[src/rtl/game_sequencer_if.sv]
`default_nettype none
// +------------------------------------------------------------------+
// | Module   : game_sequencer_if                                     |
// | Brief    : Button / ALU / RNG / display signal bundle for the    |
// |            BCD math game round controller.                       |
// | Revision : 1.0 - initial release                                 |
// +------------------------------------------------------------------+
interface game_sequencer_if;
  logic       Start_Btn;
  logic       Submit_Btn;
  logic       Score_Req;
  logic       Game_Start;
  logic       Load_Input;
  logic       Timeout;
  logic       RNG_Next;
  logic [6:0] Time_Left;
  logic       Game_Active;
  logic       Game_Over;

  // The sequencer itself
  modport master (
    input  Start_Btn, Submit_Btn, Score_Req,
    output Game_Start, Load_Input, Timeout, RNG_Next,
           Time_Left, Game_Active, Game_Over
  );

  // Board / ALU / RNG side
  modport slave (
    output Start_Btn, Submit_Btn, Score_Req,
    input  Game_Start, Load_Input, Timeout, RNG_Next,
           Time_Left, Game_Active, Game_Over
  );
endinterface
`default_nettype wire

[src/rtl/game_sequencer.sv]
`default_nettype none
// +------------------------------------------------------------------+
// | Module   : game_sequencer                                        |
// | Brief    : Round controller for the BCD math game: button edge   |
// |            strobes, round countdown, RNG requests and the        |
// |            end-of-game score handshake.                          |
// | Revision : 1.0 - initial release                                 |
// +------------------------------------------------------------------+
module game_sequencer #(
  parameter int TICKS_PER_SEC = 50000000,
  parameter int GAME_SECONDS  = 60,
  parameter int SETTLE_CYC    = 2
) (
  input logic              clk,
  input logic              reset,
  game_sequencer_if.master bus
);

  localparam int c_TICK_W = (TICKS_PER_SEC > 1) ? $clog2(TICKS_PER_SEC) : 1;
  localparam int c_SET_W  = (SETTLE_CYC > 1) ? $clog2(SETTLE_CYC) : 1;
  localparam logic [c_TICK_W-1:0] c_TICK_MAX = c_TICK_W'(TICKS_PER_SEC - 1);
  localparam logic [c_SET_W-1:0]  c_SET_LAST = c_SET_W'(SETTLE_CYC - 1);
  localparam logic [6:0]          c_SECONDS  = 7'(GAME_SECONDS);

  typedef enum logic [2:0] {
    S_IDLE       = 3'd0,
    S_ARM        = 3'd1,
    S_ROUND      = 3'd2,
    S_SETTLE     = 3'd3,
    S_WAIT_SCORE = 3'd4,
    S_DONE       = 3'd5,
    S_ACK        = 3'd6
  } state_t;

  state_t              r_state;
  logic [c_TICK_W-1:0] r_tick;
  logic [c_SET_W-1:0]  r_settle_cnt;
  logic [6:0]          r_time_left;
  logic                r_game_start;
  logic                r_load_input;
  logic                r_rng_next;
  logic                r_timeout;
  logic                r_game_active;
  logic                r_game_over;

  logic r_start_s1, r_start_s2, r_start_prev;
  logic r_submit_s1, r_submit_s2, r_submit_prev;

  logic w_start_edge;
  logic w_submit_edge;
  logic w_wrap;

  // Two-flop synchronisers plus previous-value flops for rising-edge detection
  always_ff @(posedge clk) begin
    if (!reset) begin
      r_start_s1    <= 1'b0;
      r_start_s2    <= 1'b0;
      r_start_prev  <= 1'b0;
      r_submit_s1   <= 1'b0;
      r_submit_s2   <= 1'b0;
      r_submit_prev <= 1'b0;
    end else begin
      r_start_s1    <= bus.Start_Btn;
      r_start_s2    <= r_start_s1;
      r_start_prev  <= r_start_s2;
      r_submit_s1   <= bus.Submit_Btn;
      r_submit_s2   <= r_submit_s1;
      r_submit_prev <= r_submit_s2;
    end
  end

  assign w_start_edge  = r_start_s2 & ~r_start_prev;
  assign w_submit_edge = r_submit_s2 & ~r_submit_prev;
  assign w_wrap        = (r_tick == c_TICK_MAX);

  // Round state machine with registered strobes, timer and status flags
  always_ff @(posedge clk) begin
    if (!reset) begin
      r_state       <= S_IDLE;
      r_tick        <= '0;
      r_settle_cnt  <= '0;
      r_time_left   <= 7'd0;
      r_game_start  <= 1'b0;
      r_load_input  <= 1'b0;
      r_rng_next    <= 1'b0;
      r_timeout     <= 1'b1;
      r_game_active <= 1'b0;
      r_game_over   <= 1'b0;
    end else begin
      // Strobes are single-cycle unless a branch below re-asserts them
      r_game_start <= 1'b0;
      r_load_input <= 1'b0;
      r_rng_next   <= 1'b0;

      case (r_state)
        S_IDLE: begin
          r_timeout <= 1'b1;
          if (w_start_edge) begin
            // Load the round length on entry so it is visible with Game_Start
            r_state       <= S_ARM;
            r_game_start  <= 1'b1;
            r_rng_next    <= 1'b1;
            r_time_left   <= c_SECONDS;
            r_tick        <= '0;
            r_game_active <= 1'b1;
          end
        end

        S_ARM: begin
          r_time_left <= c_SECONDS;
          r_tick      <= '0;
          r_state     <= S_ROUND;
        end

        S_ROUND, S_SETTLE: begin
          r_tick <= w_wrap ? '0 : r_tick + c_TICK_W'(1);
          if (w_wrap && (r_time_left == 7'd1)) begin
            // Expiry beats any pending Submit edge or RNG request
            r_time_left   <= 7'd0;
            r_timeout     <= 1'b0;
            r_state       <= S_WAIT_SCORE;
            r_game_active <= 1'b0;
            r_game_over   <= 1'b1;
          end else begin
            if (w_wrap) begin
              r_time_left <= r_time_left - 7'd1;
            end
            if (r_state == S_ROUND) begin
              if (w_submit_edge) begin
                r_load_input <= 1'b1;
                r_settle_cnt <= '0;
                r_state      <= S_SETTLE;
              end
            end else if (r_settle_cnt == c_SET_LAST) begin
              r_rng_next <= 1'b1;
              r_state    <= S_ROUND;
            end else begin
              r_settle_cnt <= r_settle_cnt + c_SET_W'(1);
            end
          end
        end

        S_WAIT_SCORE: begin
          r_timeout <= 1'b0;
          if (bus.Score_Req) begin
            r_state <= S_DONE;
          end
        end

        S_DONE: begin
          r_time_left <= 7'd0;
          if (w_start_edge) begin
            r_load_input <= 1'b1;
            r_state      <= S_ACK;
          end
        end

        S_ACK: begin
          r_timeout   <= 1'b1;
          r_game_over <= 1'b0;
          r_state     <= S_IDLE;
        end

        default: begin
          r_state       <= S_IDLE;
          r_tick        <= '0;
          r_settle_cnt  <= '0;
          r_time_left   <= 7'd0;
          r_timeout     <= 1'b1;
          r_game_active <= 1'b0;
          r_game_over   <= 1'b0;
        end
      endcase
    end
  end

  assign bus.Game_Start  = r_game_start;
  assign bus.Load_Input  = r_load_input;
  assign bus.RNG_Next    = r_rng_next;
  assign bus.Timeout     = r_timeout;
  assign bus.Time_Left   = r_time_left;
  assign bus.Game_Active = r_game_active;
  assign bus.Game_Over   = r_game_over;

endmodule
`default_nettype wire

[src/flat_wrapper.sv]
// flat-port wrapper written by rule: the top's interface ports become plain ports
module game_sequencer_flat 
#(
  parameter int TICKS_PER_SEC = 50000000,
  parameter int GAME_SECONDS  = 60,
  parameter int SETTLE_CYC    = 2
)
  (clk, reset, bus_Start_Btn, bus_Submit_Btn, bus_Score_Req, bus_Game_Start, bus_Load_Input, bus_Timeout, bus_RNG_Next, bus_Time_Left, bus_Game_Active, bus_Game_Over);
  game_sequencer_if bus_i ();
  input logic clk;
  input logic reset;
  input wire logic [$bits(bus_i.Start_Btn)-1:0] bus_Start_Btn;
  input wire logic [$bits(bus_i.Submit_Btn)-1:0] bus_Submit_Btn;
  input wire logic [$bits(bus_i.Score_Req)-1:0] bus_Score_Req;
  output wire logic [$bits(bus_i.Game_Start)-1:0] bus_Game_Start;
  output wire logic [$bits(bus_i.Load_Input)-1:0] bus_Load_Input;
  output wire logic [$bits(bus_i.Timeout)-1:0] bus_Timeout;
  output wire logic [$bits(bus_i.RNG_Next)-1:0] bus_RNG_Next;
  output wire logic [$bits(bus_i.Time_Left)-1:0] bus_Time_Left;
  output wire logic [$bits(bus_i.Game_Active)-1:0] bus_Game_Active;
  output wire logic [$bits(bus_i.Game_Over)-1:0] bus_Game_Over;
  assign bus_i.Start_Btn = bus_Start_Btn;
  assign bus_i.Submit_Btn = bus_Submit_Btn;
  assign bus_i.Score_Req = bus_Score_Req;
  assign bus_Game_Start = bus_i.Game_Start;
  assign bus_Load_Input = bus_i.Load_Input;
  assign bus_Timeout = bus_i.Timeout;
  assign bus_RNG_Next = bus_i.RNG_Next;
  assign bus_Time_Left = bus_i.Time_Left;
  assign bus_Game_Active = bus_i.Game_Active;
  assign bus_Game_Over = bus_i.Game_Over;
  game_sequencer #(.TICKS_PER_SEC(TICKS_PER_SEC), .GAME_SECONDS(GAME_SECONDS), .SETTLE_CYC(SETTLE_CYC)) u_core (.clk(clk), .reset(reset), .bus(bus_i));
endmodule
[config.mk]
export PLATFORM = sky130hd
export DESIGN_NAME = game_sequencer_flat
export DESIGN_NICKNAME = d
export VERILOG_FILES = /design/src/rtl/game_sequencer_if.sv /design/src/rtl/game_sequencer.sv /design/src/flat_wrapper.sv
export SDC_FILE = /design/constraint.sdc
export NUM_CORES = 1
export LEC_CHECK = 0
export ABC_AREA = 0
export ABC_CLOCK_PERIOD_IN_PS = 2000
export CAP_MARGIN = 10
export CORE_ASPECT_RATIO = 1.25
export CORE_MARGIN = 1.5
export CORE_UTILIZATION = 58
export CTS_CLUSTER_SIZE = 20
export DETAILED_ROUTE_END_ITERATION = 8
export GPL_TIMING_DRIVEN = 0
export PLACE_DENSITY = 0.84
export SETUP_SLACK_MARGIN = 0.3
export SLEW_MARGIN = 0
export SYNTH_ARGS = -nofsm -noshare
export SYNTH_HDL_FRONTEND = slang
export SYNTH_SLANG_ARGS = --single-unit
[constraint.sdc]
create_clock -name clk -period 2 [get_ports clk]
set_input_delay 0.4 -clock clk [delete_from_list [all_inputs] [get_ports clk]]
set_output_delay 0.4 -clock clk [all_outputs]
set_load 0.02 [all_outputs]
==> summary by stage <==
Critical path
Traced cell by cell, the critical path runs through nand4_2, nor4_2, buf_2, nand4_1, xor2_1, nor2_1. The element type at the critical path start is a flip-flop. Across all register-to-register paths, the minimum setup slack is 0.5 ps. The worst register-to-register path ends at u_core.r_tick[20]. The largest individual stage delay along the critical path comes from the cell nor4_2. The class of the most critical setup path is reg -> reg. The largest single stage delay on the critical path is ~480 ps. The worst path required time is between 2000 and 2500 ps. The worst endpoint data arrival time is 2200 ps.

The length in cells of the worst reg-to-reg path is 6. The worst setup path is captured at a flip-flop. The launch instance of the worst register-to-register path is u_core.r_tick[2]. The peak fanout along the critical path is 10.

Global routing
Entering global routing, the biggest net connects 16 pins. The first global-routing pass estimated 9360 um of wire. The number of antenna violations at the first check in global routing is 0. The overall track demand over capacity in global routing is 0.259.

The residual overflow from global routing is 0. The via count of the first global-routing pass is ~2100.

Synth
After synthesis the netlist holds a flip-flop and latch count of 49. The share of the Yosys chip area taken by registers is 0.397. The post-synthesis net count is about 280. Sorting the synthesized cells by area gives the leading types as dfxtp_1 40%, xor2_1 7.1%, nor2_1 5.6%. The cell count after synthesis is roughly 280. The average size of a mapped cell is approximately 9.0 sq um.

The synthesized netlist occupies a cell area of 0.00247 sq mm. The fraction of post-synthesis cell area in the top cell type by area is 0.397. The library cell with the largest summed area after synthesis is dfxtp_1. Synthesis instantiated between 50 and 60 different standard cells from the library.

For this run, the number of Yosys warnings is 0.

Cells and area
Summing all multi-input logic gate instances after layout gives 0.00146 sq mm. In the final layout, the share of cells above drive strength 1 is 0.275. The signed area change from the synthesized netlist to the final layout is 27.0%. The commonest non-fill, non-tap cell in the layout is dfxtp_1.

The register with the most flip-flops in the layout has 26 of them. The number of nets at the end of the flow is roughly 320. Across the whole layout, storage elements account for 0.00100 sq mm.

u_core.r_tick holds more flip-flops than any other register. The number of antenna cells inserted is 0. The post-layout utilization of the core is 0.766.

The filler cells instantiated in the layout total approximately 300. Leaving out fill and tap cells, the most frequent cells in the layout are 37 x dfxtp_1, 32 x nor2_1, 21 x nand2_1, 20 x xor2_1.

Floorplanning
The number of placed I/O pins is 18. For this configuration, the core starts out at a cell density of 0.603. The die is 61.4 um wide. The die height is 76.0 um. The floorplan has 26 rows. The floorplan step defined a core boundary enclosing approximately 0.0041 sq mm. The die covers around 0.0047 sq mm.

Pwr
The analysis attributes to cell leakage a power of between 0.001 and 0.0015 uW. The power density over the cells is approximately 860 mW/mm^2. The overall power is 2710 uW. The maximum vdd drop is approximately 0.51 mV.

STA
The number of slew-limit violations in the final report came to 0. The worst hold margin is around 390 ps. Setup violations remaining at the end of the flow were counted as 0. Clock skew on the completed layout was measured at approximately 7 ps. The worst path in the final design needs a cycle of about 2000 ps, including I/O delays and setup. The measured slew at the worst slew-check pin is ~760 ps. The maximum clock frequency is around 500 MHz. Setup repair after global routing could not meet its margin everywhere. The post-route fraction of the period consumed by the critical path is 1.00. The count of final hold-check violations was 0. Measured against its own limit, the worst slew margin works out to 0.489.

Clocking
Clock tree synthesis inserted a total of 5 buffers. The longest clock path from root to sink contains 2 buffers. The clock drives 49 sinks. Clock-pin slew was measured on the worst setup and hold paths at around 90 ps. The number of hold buffers added after CTS was 0. The deepest level of the CTS H-tree is 2.

The worst-skew pair later-pin latency is about 310 ps. TritonCTS built the clock tree. The root buffer selected by CTS is clkbuf_8.

Drt
In the routed layout, each cell is associated on average with a via count of a little under 6. The detailed-routing iteration count for the pre-antenna-repair pass is 4. Wires add up to just under 6000 um.

Once detail routing completed, the nets flagged for antenna violations numbered 0. After detailed routing, the number of remaining DRC violations is 0. In the final routed layout, each cell accounts on average for 15.9 um. The number of design-rule violations left by the first detailed-router iteration is about 220. The detailed-route via count is 2195.

Min path
The instance count along the most critical hold path is 2. The worst hold path startpoint is reset. The path type of the worst min-delay path is in -> reg.

The worst-case hold path end point is u_core.r_submit_prev.

Status
The flow ran to the end, and the final reports show no timing, DRC or antenna violations.

Placement
The congestion estimate from routability-driven global placement came to between 0.9 and 1. Detailed placement finished with a half-perimeter wire length of between 3000 and 4000 um. The number of buffers inserted by port buffering is 16.

Flow run
Across the run, the number of max-cap violations was 0.
## where the power goes
group | internal, uW | switching, uW | leakage (uW)
Combinational | 344 | 445 | 0.000728
Clock | 446 | 334 | 0.0000663
Sequential | 1050 | 92.3 | 0.000403
## worst max-delay path, delay by kind of cell (launching register included)
kind	cells	cell delay (ps)
simple gates	4	950
xor+xnor	1	230
buf+inv	1	280
flops	1	430
## cells by family (layout without fill, tap and decap cells)
| logic type | after synthesis | in the layout | synth area share |
|---|---|---|---|
| AND/OR/NAND/NOR | 123 | 123 | 0.276 |
| AO/OA/AOI/OAI | 51 | 51 | 0.154 |
| flip-flops | 49 | 49 | 0.397 |
| XOR/XNOR | 24 | 24 | 0.0850 |
| buffers and inverters | 24 | 64 | 0.0647 |
| adder cells (fa/ha/maj) | 3 | 3 | 0.0152 |
| multiplexers | 2 | 2 | 0.00860 |
## metal layers
metal | part of all wire | track usage
met1 | 0.39 | 0.290
met2 | 0.54 | 0.445
met3 | 0.033 | 0.0492
met5 | 0 | 0
met4 | 0.037 | 0.130
## how the worst max path moves through the flow
stage / slack [ps] / start / end / depth (start not counted)
2_1_floorplan: 170 / u_core.r_tick[18] / u_core.bus.Time_Left[6] / 5
3_3_place_gp: -30 / u_core.r_start_prev / u_core.r_tick[25] / 6
3_5_place_dp: -30 / u_core.r_start_prev / u_core.r_tick[17] / 6
4_1_cts: 40 / u_core.r_tick[10] / u_core.r_tick[1] / 7
5_1_grt: -110 / u_core.r_tick[2] / u_core.r_tick[20] / 6
6_report: 0.5 / u_core.r_tick[2] / u_core.r_tick[20] / 6
## area by class of cell
class | count | area share
Timing Repair Buffer | 32 | 0.0968
Multi-Input combinational cell | 203 | 0.466
Sequential cell | 49 | 0.319
Clock buffer | 6 | 0.0299
Inverter | 12 | 0.0143
Clock inverter | 2 | 0.0112
Buffer | 12 | 0.0410
Tap cell | 56 | 0.0223
## Yosys cell counts, drive strengths merged
master,instances
nand2,21
nor2,39
and3,5
a21o,1
o22ai,2
a41o,1
nor2b,1
nand4b,3
xnor2,4
clkdlybuf4s50,1
clkinv,1
nor3b,2
a211oi,6
nand3,13
and2,9
inv,11
a311oi,2
clkbuf,5
nand4,12
or4b,2
or2,1
a31oi,4
xor2,20
nor3,3
mux2,1
o311ai,1
a2111oi,2
mux2i,1
buf,6
nand2b,4
o211ai,2
dfxtp,49
o21ai,11
nor4,5
nand3b,1
ha,3
a21boi,1
a41oi,4
a21oi,12
o32ai,1
o311a,1
and4,2
## stage by stage
step                area [sq um]  setup TNS [ps]  setup slack [ps]  instances
floorplan                   2520               0               171        276
global placement            2750           -54.7             -27.9        348
detailed placement          2750            -111             -30.7        348
CTS                         3050               0              38.7        369
global route                3140           -1240              -105        372
finish                      3140               0             0.486        372
## repair_timing
item | 4_1_cts | 5_1_grt
buffers inserted | 11 | 3
resized for setup | 27 | 19
cloned | 2 | 0
pin swaps | 13 | 3
endpoints found under the setup margin | 48 | 45
Power figures use the tool's default switching activity.
